**src/rtl/ars_proj2affine.sv**
```systemverilog
// Projective-to-affine converter: drives the GF(2^233) inverter for Z^-1, then forms
// x = X * Z^-1 with an MSB-first bit-serial multiplier reduced by t^233 + t^RED_TAP + 1.
module ars_proj2affine #(
    parameter int unsigned M       = 233,
    parameter int unsigned RED_TAP = 74,
    parameter int unsigned TIMEOUT = 4096
) (
    input  logic         CLK,
    input  logic         RST_N,
    input  logic [M-1:0] X_IN,
    input  logic [M-1:0] Z_IN,
    input  logic         IN_VALID,
    output logic         IN_READY,
    output logic         INV_RST_N,
    output logic [M-1:0] INV_DIN,
    output logic         INV_IN_VALID,
    input  logic [M-1:0] INV_DOUT,
    input  logic         INV_OUT_VALID,
    output logic [M-1:0] X_AFF,
    output logic         OUT_VALID,
    output logic         ERR
);

    localparam int unsigned TW = $clog2(TIMEOUT + 1);
    localparam int unsigned BW = $clog2(M);

    typedef enum logic [2:0] {
        StIdle,
        StZchk,
        StInvClr,
        StInvLaunch,
        StInvWait,
        StMul,
        StDone,
        StFail
    } state_e;

    state_e          state_q;
    logic [M-1:0]    x_q;
    logic [M-1:0]    zinv_q;
    logic [M-1:0]    acc_q;
    logic [BW-1:0]   bit_q;
    logic [TW-1:0]   tmo_q;

    logic [M-1:0]    acc_shift;
    logic [M-1:0]    acc_step;

    // One multiplier step: acc*t mod f, then add X when the current Zinv bit is set.
    always_comb begin
        acc_shift = {acc_q[M-2:0], 1'b0};
        if (acc_q[M-1]) begin
            acc_shift[0]       = 1'b1;
            acc_shift[RED_TAP] = acc_shift[RED_TAP] ^ 1'b1;
        end
        acc_step = acc_shift ^ (zinv_q[bit_q] ? x_q : '0);
    end

    always_ff @(posedge CLK) begin
        if (!RST_N) begin
            state_q      <= StIdle;
            x_q          <= '0;
            zinv_q       <= '0;
            acc_q        <= '0;
            bit_q        <= '0;
            tmo_q        <= '0;
            IN_READY     <= 1'b1;
            INV_RST_N    <= 1'b1;
            INV_DIN      <= '0;
            INV_IN_VALID <= 1'b0;
            X_AFF        <= '0;
            OUT_VALID    <= 1'b0;
            ERR          <= 1'b0;
        end else begin
            INV_RST_N    <= 1'b1;
            INV_IN_VALID <= 1'b0;
            OUT_VALID    <= 1'b0;
            ERR          <= 1'b0;
            unique case (state_q)
                StIdle: begin
                    if (IN_VALID) begin
                        x_q      <= X_IN;
                        INV_DIN  <= Z_IN;
                        IN_READY <= 1'b0;
                        state_q  <= StZchk;
                    end
                end
                StZchk: begin
                    if (INV_DIN == '0) begin
                        ERR     <= 1'b1;
                        state_q <= StFail;
                    end else begin
                        // Clears the inverter's sticky valid left from the previous pair.
                        INV_RST_N <= 1'b0;
                        state_q   <= StInvClr;
                    end
                end
                StInvClr: begin
                    INV_IN_VALID <= 1'b1;
                    state_q      <= StInvLaunch;
                end
                StInvLaunch: begin
                    tmo_q   <= '0;
                    state_q <= StInvWait;
                end
                StInvWait: begin
                    if (INV_OUT_VALID) begin
                        zinv_q  <= INV_DOUT;
                        acc_q   <= '0;
                        bit_q   <= BW'(M - 1);
                        state_q <= StMul;
                    end else begin
                        tmo_q <= tmo_q + 1'b1;
                        if (tmo_q == TW'(TIMEOUT - 1)) begin
                            ERR     <= 1'b1;
                            state_q <= StFail;
                        end
                    end
                end
                StMul: begin
                    acc_q <= acc_step;
                    bit_q <= bit_q - 1'b1;
                    if (bit_q == '0) begin
                        X_AFF     <= acc_step;
                        OUT_VALID <= 1'b1;
                        state_q   <= StDone;
                    end
                end
                StDone: begin
                    IN_READY <= 1'b1;
                    state_q  <= StIdle;
                end
                StFail: begin
                    IN_READY <= 1'b1;
                    state_q  <= StIdle;
                end
                default: state_q <= StIdle;
            endcase
        end
    end

endmodule

```
**config.mk**
```make
export PLATFORM = sky130hd
export DESIGN_NAME = ars_proj2affine
export DESIGN_NICKNAME = d
export VERILOG_FILES = /design/src/rtl/ars_proj2affine.sv
export SDC_FILE = /design/constraint.sdc
export NUM_CORES = 2
export LEC_CHECK = 0
export ABC_AREA = 1
export BUFFER_PORTS_ARGS = -buffer_cell sky130_fd_sc_hd__buf_2
export CAP_MARGIN = 20
export CORE_AREA = 2 2 455 457
export DETAILED_ROUTE_END_ITERATION = 8
export DIE_AREA = 0 0 457 459
export GPL_TIMING_DRIVEN = 0
export PLACE_DENSITY = 0.47
export RECOVER_POWER = 100
export SYNTH_ARGS = -nofsm -noshare
export SYNTH_HDL_FRONTEND = slang
export SYNTH_SLANG_ARGS = --single-unit
```
**constraint.sdc**
```tcl
create_clock -name CLK -period 7 [get_ports CLK]
set_clock_uncertainty 0.15 [all_clocks]
set_input_delay 0.7 -clock CLK [delete_from_list [all_inputs] [get_ports CLK]]
set_output_delay 0.7 -clock CLK [all_outputs]
set_load 0.02 [all_outputs]
```
# Yosys cells after proc, flatten, opt, wreduce, memory -nomap -nowiden
# Index checks and enable logic that the tools add are counted.
[word_totals]
wordCells = 72
out_inout_bits = 471
inputBits = 703
reg_bits = 1194
[op_classes]
n_reduce_logical = 16
n_eq_ne = 13
muxes = 25
magnitude_cmp = 1
addsub = 2
n_bitwise = 2
[ops]
columns = ["op", "n"]
rows = [
  ["233-bit two-way mux", 2],
  ["233-bit case mux with 2 select lines", 1],
  ["233-bit zero test", 1],
  ["233-bit bitwise XOR", 1],
  ["13-bit case mux with 2 select lines", 1],
  ["3-bit case mux with 7 select lines", 1],
  ["8-bit case mux with 2 select lines", 1],
  ["2-bit AND reduction", 8],
  ["3-bit two-way mux", 5],
  ["13-bit by 1-bit adder with 13-bit output (second input constant)", 1],
  ["13-bit by 12-bit == test with 1-bit output (second input constant)", 1],
  ["13-bit two-way mux", 1],
  ["3-bit == test (second input constant)", 4],
  ["8-bit by 9-bit < comparator with 1-bit output (second input constant)", 1],
  ["1-bit two-way mux", 9],
  ["1-bit binary-select mux with 8-bit select", 1],
  ["8-bit zero test", 1],
  ["8-bit two-way mux", 1],
  ["2-bit inequality test (second input constant)", 4],
  ["8-bit by 1-bit subtractor with 8-bit output (second input constant)", 1],
  ["3-bit by 2-bit == test with 1-bit output (second input constant)", 2],
  ["2-bit nonzero test", 3],
  ["1-bit case mux with 2 select lines", 2],
  ["3-bit by 1-bit == test with 1-bit output (second input constant)", 1],
  ["other kinds (5)", 5],
]

# Logic depth before layout (Yosys ltp)
[logic_depth]
word_depth = 5
ltp_mapped = 23
ltp_nobuf = 20

# Worst setup path before layout
# No wires, ideal clock.
[synth_path]
path_kind = "reg2reg"
start = "register bit_q[2]"
end = "register X_AFF[229]"
synth_period_minus_slack_ns = 2.355
setup_ns = 0.109
required_time_ns = 6.741
path_buffers = 4
arrival_ns = 2.096
slack_ns = 4.645
path_stages_with_launch = 19
cell_sequence = "dfxtp_1 -> buf_4 -> nor2_1 -> buf_2 -> nand3_1 -> nand2_1 -> nor2_1 -> nand2_1 -> nand3_1 -> nand3_1 -> nand2_1 -> nand3_2 -> buf_2 -> buf_2 -> nand3_1 -> nand2_1 -> nand2_1 -> nand2_1 -> inv_1"
[synth_between]
elab_chain_len = 4
elab_cells_between_ends = 6
classes_between = "3 x mux; 1 x bitwise; 2 x reduce/logical"
[synth_rtl]
columns = ["item", "line_no", "rtl"]
rows = [
  ["from (decl)", "42", "logic [BW-1:0] bit_q;"],
  ["from (signal assigned)", "109", "bit_q <= BW'(M - 1);"],
  ["from (signal assigned)", "121", "bit_q <= bit_q - 1'b1;"],
  ["1-bit binary-select mux with 8-bit select", "55", "acc_step = acc_shift ^ (zinv_q[bit_q] ? x_q : '0);"],
  ["1-bit two-way mux (not written as such)", "55", ""],
  ["233-bit two-way mux", "55", ""],
  ["233-bit bitwise XOR", "55", ""],
  ["to (signal assigned)", "123", "X_AFF <= acc_step;"],
  ["to (decl)", "19", "output logic [M-1:0] X_AFF,"],
]
# Several ways; a longest one is shown, not always the timed one. The select of a mux whose other input is x is not followed.
# A chain may end at the register's enable or synchronous reset.

# Worst setup path in the final report
[layout_path]
start = "register bit_q[3]"
end = "register X_AFF[102]"
# The elaborated chain is that of the path after synthesis.

==> out/metrics.yaml <==
run_status: "finished with violations"
violations: "max-capacitance violations, max-slew violations"
ir_worst_vdd_uv: 255.1
syn_to_final_growth_pct: 36.49
cts_tree: "built"
rsz0062_at_grt: "no"
pin_count: 1174
worstRegToRegCells: 18
worst_slew_pin_slew_ns: 1.620
place_congestion: 1.029
start_util_pct: 24.72
crit_type: "reg2reg"
grt_usage_pct: 24.55
drt_first_iter_violations: 4686
maxCapViolCount: 3
hold_class: "in2reg"
hold_viol: 0
nFillCells: 22550
die_h_um: 459
placed_area_mm2: 0.06031
final_nets: 9933
grt_max_degree: 17
vias_per_cell: 4.647
vias: 56270
synth_top_cell_by_area: "dfxtp_1"
drt_first_pass_iters: 9
final_area_mm2: 0.06936
min_period_ns: 5.570
core_area_mm2: 0.2056
wl_um: 267200
netlist_area_mm2: 0.05082
fin_tns_setup_ns: 0
syn_nets: 8171
cts_setup_buffers: 0
r2r-start: "bit_q[3]"
whs_endpoint: "x_q[126]"
die-area_mm2: 0.2098
final_common_cell: "nand2_1"
cts_buffer_depth: 3
ctsHoldBuffers: 421
regToRegSetupSlack_ns: 1.43
worstPathRequired_ns: 7.57
power.density_mw_per_mm2: 267.1
grt_pass1_vias: 53070
regArea_mm2: 0.02390
drive_gt1_share_pct: 11.25
antenna_left: 0
synthTopCellsByArea: "dfxtp_1, nand2_1, a21oi_1"
ys_ff_latch: 1194
dp_hpwl_um: 213400
path_clk_slew_ns: 0.06
setup_viol: 0
yosys_warnings: 0
start_kind: "flop"
drv_slew: 33
worstHoldPathCells: 3
synth.yosys.seq_area_share_pct: 47.04
cts-root-buf: "clkbuf_16"
numCtsBuffers: 148
fin_cells: 12110
gr-total-overflow: 0
numPortBuffers: 1173
drc: 0
synth_cells: 7465
leakage_uw: 0.02827
synth_async_sr_flop_share_pct: 0
grt_pass1_wl_um: 375200
fin_crit_sh_pct: 79.57
wl_per_cell_um: 22.06
multi_input_area_mm2: 0.02078
synth_flop_cell: "dfxtp_1"
die_w_um: 457
place_inst: 11360
r2r_end: "X_AFF[102]"
cts.sinks: 1194
slew_headroom_pct: -8.015
cts_max_level: 4
fmax_ghz: 0.1795
antenna_found_initial: 133
synth_edf_count: 0
layout_common_cells: "nand2_1, dfxtp_1, inv_1"
crit_path_end_kind: "flop"
hp-start: "X_IN[126]"
rows: 167
p_total_uw: 18530
crit_arrival_ns: 6.14
insertion_delay_ns: 0.83
yosysUniqueCellTypes: 30
cts.repair.resized: 0
critPathMaxFanout: 10
synth_top_area_share_pct: 47.04
avgSynthCellArea_um2: 6.807
[state kept, by name (all words and copies together), names as in the netlist]
name          count
ERR               1
INV_DIN         233
INV_IN_VALID      1
INV_RST_N         1
IN_READY          1
OUT_VALID         1
X_AFF           233
acc_q           233
bit_q             8
state_q           3
tmo_q            13
x_q             233
zinv_q          233
[through the flow]
step / util, % / setup slack (ns) / hold WS (ns)
after floorplan: - / 4.645 / 0.2792
after global placement: 29.22 / 1.709 / 0.2889
after detailed placement: 29.33 / 2.446 / 0.2943
after CTS: 33.97 / 2.428 / 0.0001470
after global routing: 33.70 / 1.122 / 0.03505
final: 33.73 / 1.430 / 0.07082
[worst max-delay path, cell delays in order, from the launching register on]
cell and delay (ns):
dfxtp_1 0.29, clkbuf_1 0.42, nor2_1 0.93, clkbuf_1 0.65, nand3_1 0.16, nand2_1 0.09
nor2_1 0.05, nand2_1 0.09, nand3_1 0.16, nand3_1 0.13, nand2_1 0.06, nand3_1 0.56
clkbuf_1 0.94, buf_4 0.34, nand3_1 0.11, nand2_1 0.13, nand2_1 0.09, nand2_1 0.08
inv_1 0.03
[cells in the mapped netlist (all sizes together), types with 3 or more instances]
cell type	instances
nand4	61
a211oi	5
nor2	502
nor4	15
dfxtp	1194
a31oi	3
o211ai	34
clkbuf	378
inv	1110
nand3	585
o21ai	653
ha	3
a21oi	991
buf	104
nor3	14
nand2	1804
[per-layer routing]
layer  GRT usage [%]  wire [µm]
met5               0        249
met4           8.222      10440
met3           6.024      23030
met2           38.53     115500
met1           32.79     117900
[power by group]
part	total, µW	internal, µW	leakage, µW	switching, µW
registers	7540	7220	0.00972	321
logic	2570	772	0.0159	1800
clock network	8410	5020	0.00260	3390
total	18500	13000	0.0283	5510
[cell type report]
type                            instances  area share [%]
Sequential cell                      1194           34.46
Multi-Input combinational cell       4679           29.96
Timing Repair Buffer                 1612           13.99
Clock buffer                          203           6.101
Inverter                             1110           6.007
Tap cell                             2704           4.878
Buffer                                482           2.809
Clock inverter                         65           1.575
Antenna cell                           60          0.2165
[worst max path at each step]
| stage | start | to | slack (ns) | cells past startpoint |
|---|---|---|---|---|
| 3_3_place_gp | INV_OUT_VALID | acc_q[227] | 1.71 | 8 |
| 2_1_floorplan | bit_q[2] | X_AFF[229] | 4.65 | 18 |
| 5_1_grt | bit_q[3] | X_AFF[101] | 1.12 | 18 |
| 4_1_cts | bit_q[3] | X_AFF[114] | 2.43 | 13 |
| 3_5_place_dp | bit_q[3] | X_AFF[109] | 2.45 | 13 |
| 6_report | bit_q[3] | X_AFF[102] | 1.43 | 18 |
[cells by family after synthesis]
logic type	after synthesis	share of synthesized area [%]
flops	1194	47.04
xor+xnor	1	0.01724
fa+ha+maj	3	0.07387
compound gates	1689	16.85
buf+inv	1592	12.06
simple gates	2986	23.96
No activity file was read; power rests on OpenSTA's default activity.
